**src/rtl/mem_axil_master.sv**
```systemverilog
// mem_axil_master
//   Converts one MEM-stage load or store into a single AXI4-Lite master
//   transaction. Stores are byte-lane steered. Loads are lane-extracted and
//   then sign- or zero-extended. The pipeline is held through mem_stall until
//   the transaction finishes.
// Ports
//   clk, rst                      clock, synchronous active-high reset
//   mem_memory_write/read         store / load request from EX/MEM (write wins)
//   mem_memory_load_type          000 LB, 001 LH, 010 LW, 100 LBU, 101 LHU, other LW
//   mem_memory_store_type         00 SB, 01 SH, 10 SW, 11 none
//   mem_result, mem_op2_selected  byte address, store data
//   mem_stall                     combinational pipeline hold
//   load_data / load_valid        extended load result and its one-cycle pulse
//   misaligned, bus_error         one-cycle status pulses
//   axi_*                         AXI4-Lite master channels (prot tied to 0)
module mem_axil_master #(
  parameter int ADDR_WIDTH = 32
) (
  input  logic                  clk,
  input  logic                  rst,
  input  logic                  mem_memory_write,
  input  logic                  mem_memory_read,
  input  logic [2:0]            mem_memory_load_type,
  input  logic [1:0]            mem_memory_store_type,
  input  logic [31:0]           mem_result,
  input  logic [31:0]           mem_op2_selected,
  output logic                  mem_stall,
  output logic [31:0]           load_data,
  output logic                  load_valid,
  output logic                  misaligned,
  output logic                  bus_error,
  output logic [ADDR_WIDTH-1:0] axi_awaddr,
  output logic [2:0]            axi_awprot,
  output logic                  axi_awvalid,
  input  logic                  axi_awready,
  output logic [31:0]           axi_wdata,
  output logic [3:0]            axi_wstrb,
  output logic                  axi_wvalid,
  input  logic                  axi_wready,
  input  logic [1:0]            axi_bresp,
  input  logic                  axi_bvalid,
  output logic                  axi_bready,
  output logic [ADDR_WIDTH-1:0] axi_araddr,
  output logic [2:0]            axi_arprot,
  output logic                  axi_arvalid,
  input  logic                  axi_arready,
  input  logic [31:0]           axi_rdata,
  input  logic [1:0]            axi_rresp,
  input  logic                  axi_rvalid,
  output logic                  axi_rready
);

  typedef enum logic [2:0] {
    S_IDLE    = 3'd0,
    S_WR      = 3'd1,
    S_WR_RESP = 3'd2,
    S_RD_ADDR = 3'd3,
    S_RD_DATA = 3'd4,
    S_DONE    = 3'd5
  } state_e;

  // Select the addressed lane, then extend it according to the load type.
  function automatic logic [31:0] extend_load(input logic [31:0] rdata,
                                              input logic [1:0]  off,
                                              input logic [2:0]  ld_type);
    logic [7:0]  b;
    logic [15:0] h;
    logic [31:0] r;
    case (off)
      2'd0:    b = rdata[7:0];
      2'd1:    b = rdata[15:8];
      2'd2:    b = rdata[23:16];
      default: b = rdata[31:24];
    endcase
    h = off[1] ? rdata[31:16] : rdata[15:0];
    case (ld_type)
      3'b000:  r = {{24{b[7]}}, b};
      3'b001:  r = {{16{h[15]}}, h};
      3'b100:  r = {24'd0, b};
      3'b101:  r = {16'd0, h};
      default: r = rdata;
    endcase
    return r;
  endfunction

  // Halfword loads are 001/101; every code other than the byte and halfword ones is a word.
  function automatic logic load_misaligned(input logic [2:0] ld_type, input logic [1:0] off);
    logic m;
    case (ld_type)
      3'b000, 3'b100: m = 1'b0;
      3'b001, 3'b101: m = off[0];
      default:        m = (off != 2'b00);
    endcase
    return m;
  endfunction

  function automatic logic store_misaligned(input logic [1:0] st_type, input logic [1:0] off);
    logic m;
    case (st_type)
      2'b01:   m = off[0];
      2'b10:   m = (off != 2'b00);
      default: m = 1'b0;
    endcase
    return m;
  endfunction

  state_e                state_q, state_d;
  logic [ADDR_WIDTH-1:0] addr_q, addr_d;
  logic [2:0]            ld_type_q, ld_type_d;
  logic [31:0]           wdata_q, wdata_d;
  logic [3:0]            wstrb_q, wstrb_d;
  logic                  awvalid_q, awvalid_d;
  logic                  wvalid_q, wvalid_d;
  logic                  bready_q, bready_d;
  logic                  arvalid_q, arvalid_d;
  logic                  rready_q, rready_d;
  logic [31:0]           load_data_q, load_data_d;
  logic                  load_valid_q, load_valid_d;
  logic                  misaligned_q, misaligned_d;
  logic                  bus_error_q, bus_error_d;
  logic [1:0]            req_off_s;

  assign req_off_s = mem_result[1:0];

  // Next-state and next-output logic for the transaction FSM.
  always_comb begin
    state_d      = state_q;
    addr_d       = addr_q;
    ld_type_d    = ld_type_q;
    wdata_d      = wdata_q;
    wstrb_d      = wstrb_q;
    awvalid_d    = awvalid_q;
    wvalid_d     = wvalid_q;
    bready_d     = bready_q;
    arvalid_d    = arvalid_q;
    rready_d     = rready_q;
    load_data_d  = load_data_q;
    load_valid_d = 1'b0;
    misaligned_d = 1'b0;
    bus_error_d  = 1'b0;
    case (state_q)
      S_IDLE: begin
        if (mem_memory_write) begin
          addr_d = mem_result[ADDR_WIDTH-1:0];
          case (mem_memory_store_type)
            2'b00: begin
              wdata_d = {4{mem_op2_selected[7:0]}};
              wstrb_d = 4'b0001 << req_off_s;
            end
            2'b01: begin
              wdata_d = {2{mem_op2_selected[15:0]}};
              wstrb_d = 4'b0011 << req_off_s;
            end
            default: begin
              wdata_d = mem_op2_selected;
              wstrb_d = 4'b1111;
            end
          endcase
          if (store_misaligned(mem_memory_store_type, req_off_s)) begin
            misaligned_d = 1'b1;
            state_d      = S_DONE;
          end else if (mem_memory_store_type == 2'b11) begin
            state_d = S_DONE;
          end else begin
            awvalid_d = 1'b1;
            wvalid_d  = 1'b1;
            state_d   = S_WR;
          end
        end else if (mem_memory_read) begin
          addr_d    = mem_result[ADDR_WIDTH-1:0];
          ld_type_d = mem_memory_load_type;
          if (load_misaligned(mem_memory_load_type, req_off_s)) begin
            misaligned_d = 1'b1;
            state_d      = S_DONE;
          end else begin
            arvalid_d = 1'b1;
            state_d   = S_RD_ADDR;
          end
        end else begin
          state_d = S_IDLE;
        end
      end
      S_WR: begin
        // Each valid drops only after its own handshake; wait for both.
        awvalid_d = awvalid_q & ~axi_awready;
        wvalid_d  = wvalid_q & ~axi_wready;
        if (!awvalid_d && !wvalid_d) begin
          bready_d = 1'b1;
          state_d  = S_WR_RESP;
        end else begin
          state_d = S_WR;
        end
      end
      S_WR_RESP: begin
        if (axi_bvalid) begin
          bready_d    = 1'b0;
          bus_error_d = (axi_bresp != 2'b00);
          state_d     = S_DONE;
        end else begin
          state_d = S_WR_RESP;
        end
      end
      S_RD_ADDR: begin
        if (axi_arready) begin
          arvalid_d = 1'b0;
          rready_d  = 1'b1;
          state_d   = S_RD_DATA;
        end else begin
          state_d = S_RD_ADDR;
        end
      end
      S_RD_DATA: begin
        if (axi_rvalid) begin
          rready_d     = 1'b0;
          load_valid_d = 1'b1;
          bus_error_d  = (axi_rresp != 2'b00);
          load_data_d  = (axi_rresp != 2'b00) ? 32'd0
                                              : extend_load(axi_rdata, addr_q[1:0], ld_type_q);
          state_d      = S_DONE;
        end else begin
          state_d = S_RD_DATA;
        end
      end
      S_DONE: begin
        // The pipeline advances on this edge; the still-held request is ignored.
        state_d = S_IDLE;
      end
      default: begin
        state_d = S_IDLE;
      end
    endcase
  end

  // State and output registers with synchronous reset.
  always_ff @(posedge clk) begin
    if (rst) begin
      state_q      <= S_IDLE;
      addr_q       <= '0;
      ld_type_q    <= 3'd0;
      wdata_q      <= 32'd0;
      wstrb_q      <= 4'd0;
      awvalid_q    <= 1'b0;
      wvalid_q     <= 1'b0;
      bready_q     <= 1'b0;
      arvalid_q    <= 1'b0;
      rready_q     <= 1'b0;
      load_data_q  <= 32'd0;
      load_valid_q <= 1'b0;
      misaligned_q <= 1'b0;
      bus_error_q  <= 1'b0;
    end else begin
      state_q      <= state_d;
      addr_q       <= addr_d;
      ld_type_q    <= ld_type_d;
      wdata_q      <= wdata_d;
      wstrb_q      <= wstrb_d;
      awvalid_q    <= awvalid_d;
      wvalid_q     <= wvalid_d;
      bready_q     <= bready_d;
      arvalid_q    <= arvalid_d;
      rready_q     <= rready_d;
      load_data_q  <= load_data_d;
      load_valid_q <= load_valid_d;
      misaligned_q <= misaligned_d;
      bus_error_q  <= bus_error_d;
    end
  end

  // Stall covers the request cycle itself, so it depends on the live request inputs.
  assign mem_stall = ((state_q != S_IDLE) && (state_q != S_DONE)) ||
                     ((state_q == S_IDLE) && (mem_memory_read || mem_memory_write));

  assign axi_awaddr  = {addr_q[ADDR_WIDTH-1:2], 2'b00};
  assign axi_araddr  = {addr_q[ADDR_WIDTH-1:2], 2'b00};
  assign axi_awprot  = 3'b000;
  assign axi_arprot  = 3'b000;
  assign axi_awvalid = awvalid_q;
  assign axi_wdata   = wdata_q;
  assign axi_wstrb   = wstrb_q;
  assign axi_wvalid  = wvalid_q;
  assign axi_bready  = bready_q;
  assign axi_arvalid = arvalid_q;
  assign axi_rready  = rready_q;
  assign load_data   = load_data_q;
  assign load_valid  = load_valid_q;
  assign misaligned  = misaligned_q;
  assign bus_error   = bus_error_q;

endmodule
```
**config.mk**
```make
export PLATFORM = sky130hd
export DESIGN_NAME = mem_axil_master
export DESIGN_NICKNAME = d
export VERILOG_FILES = /design/src/rtl/mem_axil_master.sv
export SDC_FILE = /design/constraint.sdc
export NUM_CORES = 1
export LEC_CHECK = 0
export ABC_AREA = 1
export BUFFER_PORTS_ARGS = -buffer_cell sky130_fd_sc_hd__buf_2
export CAP_MARGIN = 20
export CORE_MARGIN = 2
export CORE_UTILIZATION = 51
export CTS_CLUSTER_DIAMETER = 80
export DETAILED_ROUTE_END_ITERATION = 10
export PLACE_DENSITY = 0.85
export SYNTH_ARGS = -nofsm -noshare
export SYNTH_HDL_FRONTEND = slang
export SYNTH_SLANG_ARGS = --single-unit
export TNS_END_PERCENT = 10
```
**constraint.sdc**
```tcl
create_clock -name clk -period 3.16 [get_ports clk]
set_input_delay 0.632 -clock clk [delete_from_list [all_inputs] [get_ports clk]]
set_output_delay 0.632 -clock clk [all_outputs]
set_load 0.03 [all_outputs]
```
; Word level (Yosys, flattened, before mapping)
; Cells that the tools add are included.
[word_totals]
regBits = 114
in_bits = 114
wordCells = 131
[op_classes]
eq_ne = 26
shift = 2
n_mux = 49
bitwise_logic = 7
reduce_logical = 33
[op_table]
columns = operator, n
row1 = $pmux 32 s4, 1
row2 = $mux 32, 3
row3 = $pmux 32 s2, 1
row4 = $mux 1, 24
row5 = $pmux 8 s3, 1
row6 = $mux 3, 7
row7 = $ne 2x2->1 const B, 10
row8 = $mux 16, 1
row9 = $pmux 1 s2, 8
row10 = $reduce_bool 2->1, 8
row11 = $eq 3x3->1 const B, 5
row12 = $pmux 3 s5, 1
row13 = $eq 3x1->1 const B, 3
row14 = $logic_not 3->1, 3
row15 = $reduce_and 3->1, 3
row16 = $pmux 4 s2, 1
row17 = $reduce_or 2->1, 4
row18 = $eq 2x2->1 const B, 3
row19 = $eq 3x2->1 const B, 2
row20 = $reduce_and 2->1, 3
row21 = $not 1->1, 5
row22 = $reduce_and 5->1, 1
row23 = $eq 2x1->1 const B, 2
row24 = $logic_not 2->1, 2
row25 = 10 further kinds, 15

; Longest topological paths before layout
[logic_depth]
ltp_word = 10
mapped_depth = 11
depth_no_buf = 9

; Worst setup path after synthesis
; No wires, ideal clock.
[synth_timing]
path_kind = input-to-output
from = input mem_memory_write
to = output mem_stall
arrival_time_ps = 1511
required_time_ps = 2528
slack_ps = 1017
path_stages = 5
path_buffers = 1
cell_sequence = inv_1 -> nor2_8 -> nor2_8 -> buf_6 -> o21ai_0
[synth_between]
elab_chain_len = 3
[synth_rtl]
columns = item, line
row1 = start: declaration, 21  ; input logic mem_memory_write,
row2 = $logic_or 1x1->1, 271  ; ((state_q == S_IDLE) && (mem_memory_read || mem_memory_write));
row3 = $logic_and 1x1->1, 271
row4 = $logic_or 1x1->1, 270  ; assign mem_stall = ((state_q != S_IDLE) && (state_q != S_DONE)) ||
row5 = end: declaration, 27  ; output logic mem_stall,
; No other way between the ends.

; Final worst setup path
[layout_timing]
from = register state_q[1]
to = output mem_stall
[layout_between]
elab_chain_len = 3
elab_cells_between_ends = 6
[layout_rtl]
columns = item, line
row1 = start: declaration, 107  ; state_e state_q, state_d;
row2 = start signal: assignment, 252  ; state_q <= state_d;
row3 = $ne 3x3->1 (tied with other cells), 270
row4 = $logic_and 1x1->1 (on tied branches), "270, 271"
row5 = $logic_or 1x1->1 (*), 270
; Mark *: on every way between the ends. The rest lies on a longest branch, timed or not.

==> summary.txt <==
Drt
  • Top Layer Used: met4
  • Routed wl met2: about 7.4 mm
  • Pre-Repair DR Iteration Count: 5
  • Avg Vias per Cell: slightly above 5
  • DRC Markers: 0
  • Post-route ant nets: 0
  • Met3 Wirelength: about 1.6 mm
  • DRT iter0 DRCs: 386
  • DRT met1 WL: 6.34 mm
  • Drt total wl: ~16 mm
  • Via count: between 5,000 and 6,000
  • DR WL/cell: 14.1 um

Synthesis
  • Cell area after synthesis: approximately 0.0057 sq mm
  • Synth cell count leaders: nand2_1 (182), a21oi_1 (119), dfxtp_1 (114)
  • Post-Synth Adder-Cell Area: less than 1%
  • Yosys reg bits: roughly 110
  • Area share of the largest cell type after synthesis: 40.3%
  • Main synth FF type: dfxtp_1
  • Synth Area in Compound Gates: 20.2%
  • Mux contribution to synthesized area: 0%
  • YS warnings: 0
  • Top cells by area, synth: dfxtp_1 (40%), nand2_1 (12%), a21oi_1 (11%)
  • XOR/XNOR Fraction of Synth Area: 0%
  • Synth area leader: dfxtp_1
  • Synth Area in Simple Gates: 21.3%
  • Async SR Flop Fraction: 0%
  • Seq/Total Area, Yosys: about two fifths
  • Most common cell in the netlist: nand2_1
  • Cell variety after synth: 33
  • Number of enable flip-flop cells after synthesis: 0
  • Cell count after synthesis: around 790
  • Syn Area/Cell: approximately 7.2 sq um
  • Largest family of logic cells by synthesized area: simple AND/OR/NAND/NOR gates

Clocking
  • Max Buffers Root-to-Sink: 2
  • Num CTS Buffers: 17
  • CTS tree: done
  • CTS sink count: 114
  • Clock Tree Root: clkbuf_8
  • Clock Latency Late Sink: between 0.5 and 0.6 ns
  • Post-cts sizing count: 0
  • Clock-pin slew on the worst setup and hold paths: 0.06 ns
  • Hold Buf Count CTS: 0
  • H-tree depth: 4
  • Post-CTS Setup Bufs: 0

Setup path
  • Worst path max stage delay: 0.39 ns
  • CP bufs+invs: 1
  • CP startpoint kind: register
  • CP max FO: 6
  • CP Capture Type: output port
  • CP most frequent cell: nor2_4
  • CP Class: reg2out
  • CP cell instances: nor2_4, nand2_4, nor2_4, nor2_8, o21ai_0, buf_2
  • Critical path's slowest cell: dfxtp_1
  • Worst Path Arrival: 1.72 ns
  • Cell family contributing the most delay on the critical path: simple AND/OR/NAND/NOR gates
  • Critical Path RT: around 2.5 ns

Timing
  • Worst hold slack: approximately 0.37 ns
  • Period minus WS final: 2.36 ns
  • Endpoints failing setup: 0
  • Final WS setup: roughly 0.8 ns
  • Worst-Margin Slew: 0.769 ns
  • Worst-case clock skew: between 0.008 and 0.009 ns
  • Final Slew Violations: 0
  • Max Clk Rate: roughly 420 MHz
  • Relative slew slack: 48.7%
  • Period utilization: roughly 75%
  • Final TNS setup: 0 ns
  • RSZ-0062 raised after global routing: no
  • Final hold violation count: 0

Floorplanning
  • Vert. Die Dim: between 100 and 150 um
  • Initial Util: between 50% and 60%
  • Core area: 0.0108 sq mm
  • I/O Pins: roughly 260
  • Die width: approximately 110 um
  • Die area: around 0.012 sq mm
  • Num rows: 38

Finish
  • Area grow syn2layout: 24.4%
  • Sequential Area: 0.00228 sq mm
  • Diode count: 0
  • Fill count: approximately 950
  • Final net count: about 1,100
  • Layout cell share with drive strength beyond 1: a little under a third
  • Area occupied by multi-input gates: about 0.0024 sq mm
  • Final Cell Area: just over 0.007 sq mm

Placed design
  • Placer congestion estimate: 0.896
  • Dpl cell area: between 0.006 and 0.007 sq mm
  • Dpl hpwl: between 10 and 15 mm
  • Pre-CTS setup slack: 1.05 ns
  • Number of port buffers: 250

Power
  • Power density of the placed cells: approximately 900 mW/mm^2
  • Leak: approximately 3.6 nW
  • Maximum VDD drop: around 470 uV
  • Power consumption: 6.29 mW

Run status
  • Status: finished clean

Global routing
  • Grt total ovfl: 0
  • Tot GR Track Use: between 20% and 30%
  • Pin count of the biggest net entering global routing: 73
  • Vias in the first global route: just over 5,000
  • Global-route wire length before repair: 23.9 mm
  • Initial antenna violation count: 0

Hold path
  • Worst Hold Class: in2reg

Job
  • Max cap viols: 0
[area by class of cell]
type                            instances  share of cell area [%]
Clock buffer                           19                    6.13
Clock inverter                         13                    2.97
Inverter                               56                    3.02
Multi-Input combinational cell        518                    34.5
Sequential cell                       114                    32.4
Tap cell                              140                    2.49
Timing Repair Buffer                  256                    18.4
[per-layer routing]
layer | vias up | track usage, %
met1 | 2523 | 30.3
met5 | - | 0
met2 | 307 | 43.1
li1 | 2837 | -
met3 | 31 | 8.06
met4 | 0 | 9.86
[cell families after synthesis]
group,Yosys count
AOI/OAI and AO/OA,218
adders and majority gates,4
buffers and inverters,166
DFF,114
other,1
and+or+nand+nor,286
[worst min-delay path: cells and delay by family]
family,cells,cell delay (ns)
buf+inv,1,0.09
simple gates,1,0.05
compound gates,1,0.05
[metrics by stage]
stage	utilization, %	cells
2_1_floorplan	-	798
3_3_place_gp	59.0	1084
3_5_place_dp	59.0	1084
4_1_cts	64.9	1116
5_1_grt	64.9	1116
6_report	64.9	1116
[sequential cells by signal (all words and copies together), names as in the netlist]
name         flops
load_data       32
axi_wdata       32
axi_bready       1
addr_q          32
misaligned       1
load_valid       1
axi_rready       1
axi_awvalid      1
bus_error        1
state_q          3
axi_wvalid       1
axi_arvalid      1
axi_wstrb        4
ld_type_q        3
[cells in the final DEF (no fill, tap or decap), types with 4 or more instances in the layout]
cell	count
o211ai_1	7
nand2_2	5
bufinv_16	5
clkbuf_16	16
conb_1	10
o22ai_1	8
clkinvlp_4	6
inv_1	52
nand3_1	9
nor2_1	71
buf_2	250
nand2_1	182
ha_1	4
o21ai_0	70
a31oi_1	12
dfxtp_1	114
buf_4	6
a21oi_1	119
[report_power, final]
part	switching, mW	internal, mW	total [mW]
combinational	1.68	0.625	2.31
clock	0.685	1.38	2.06
sequential	0.200	1.72	1.92
[worst paths after layout]
path	cells after the start	end	slack, ns	startpoint
min	3	addr_q[15]	0.37	mem_result[15]
max	6	mem_stall	0.80	state_q[1]
max reg2reg	8	load_data[25]	1.10	ld_type_q[1]
min reg2reg	2	axi_rready	0.46	axi_rready
(Power assumes the default switching activity.)
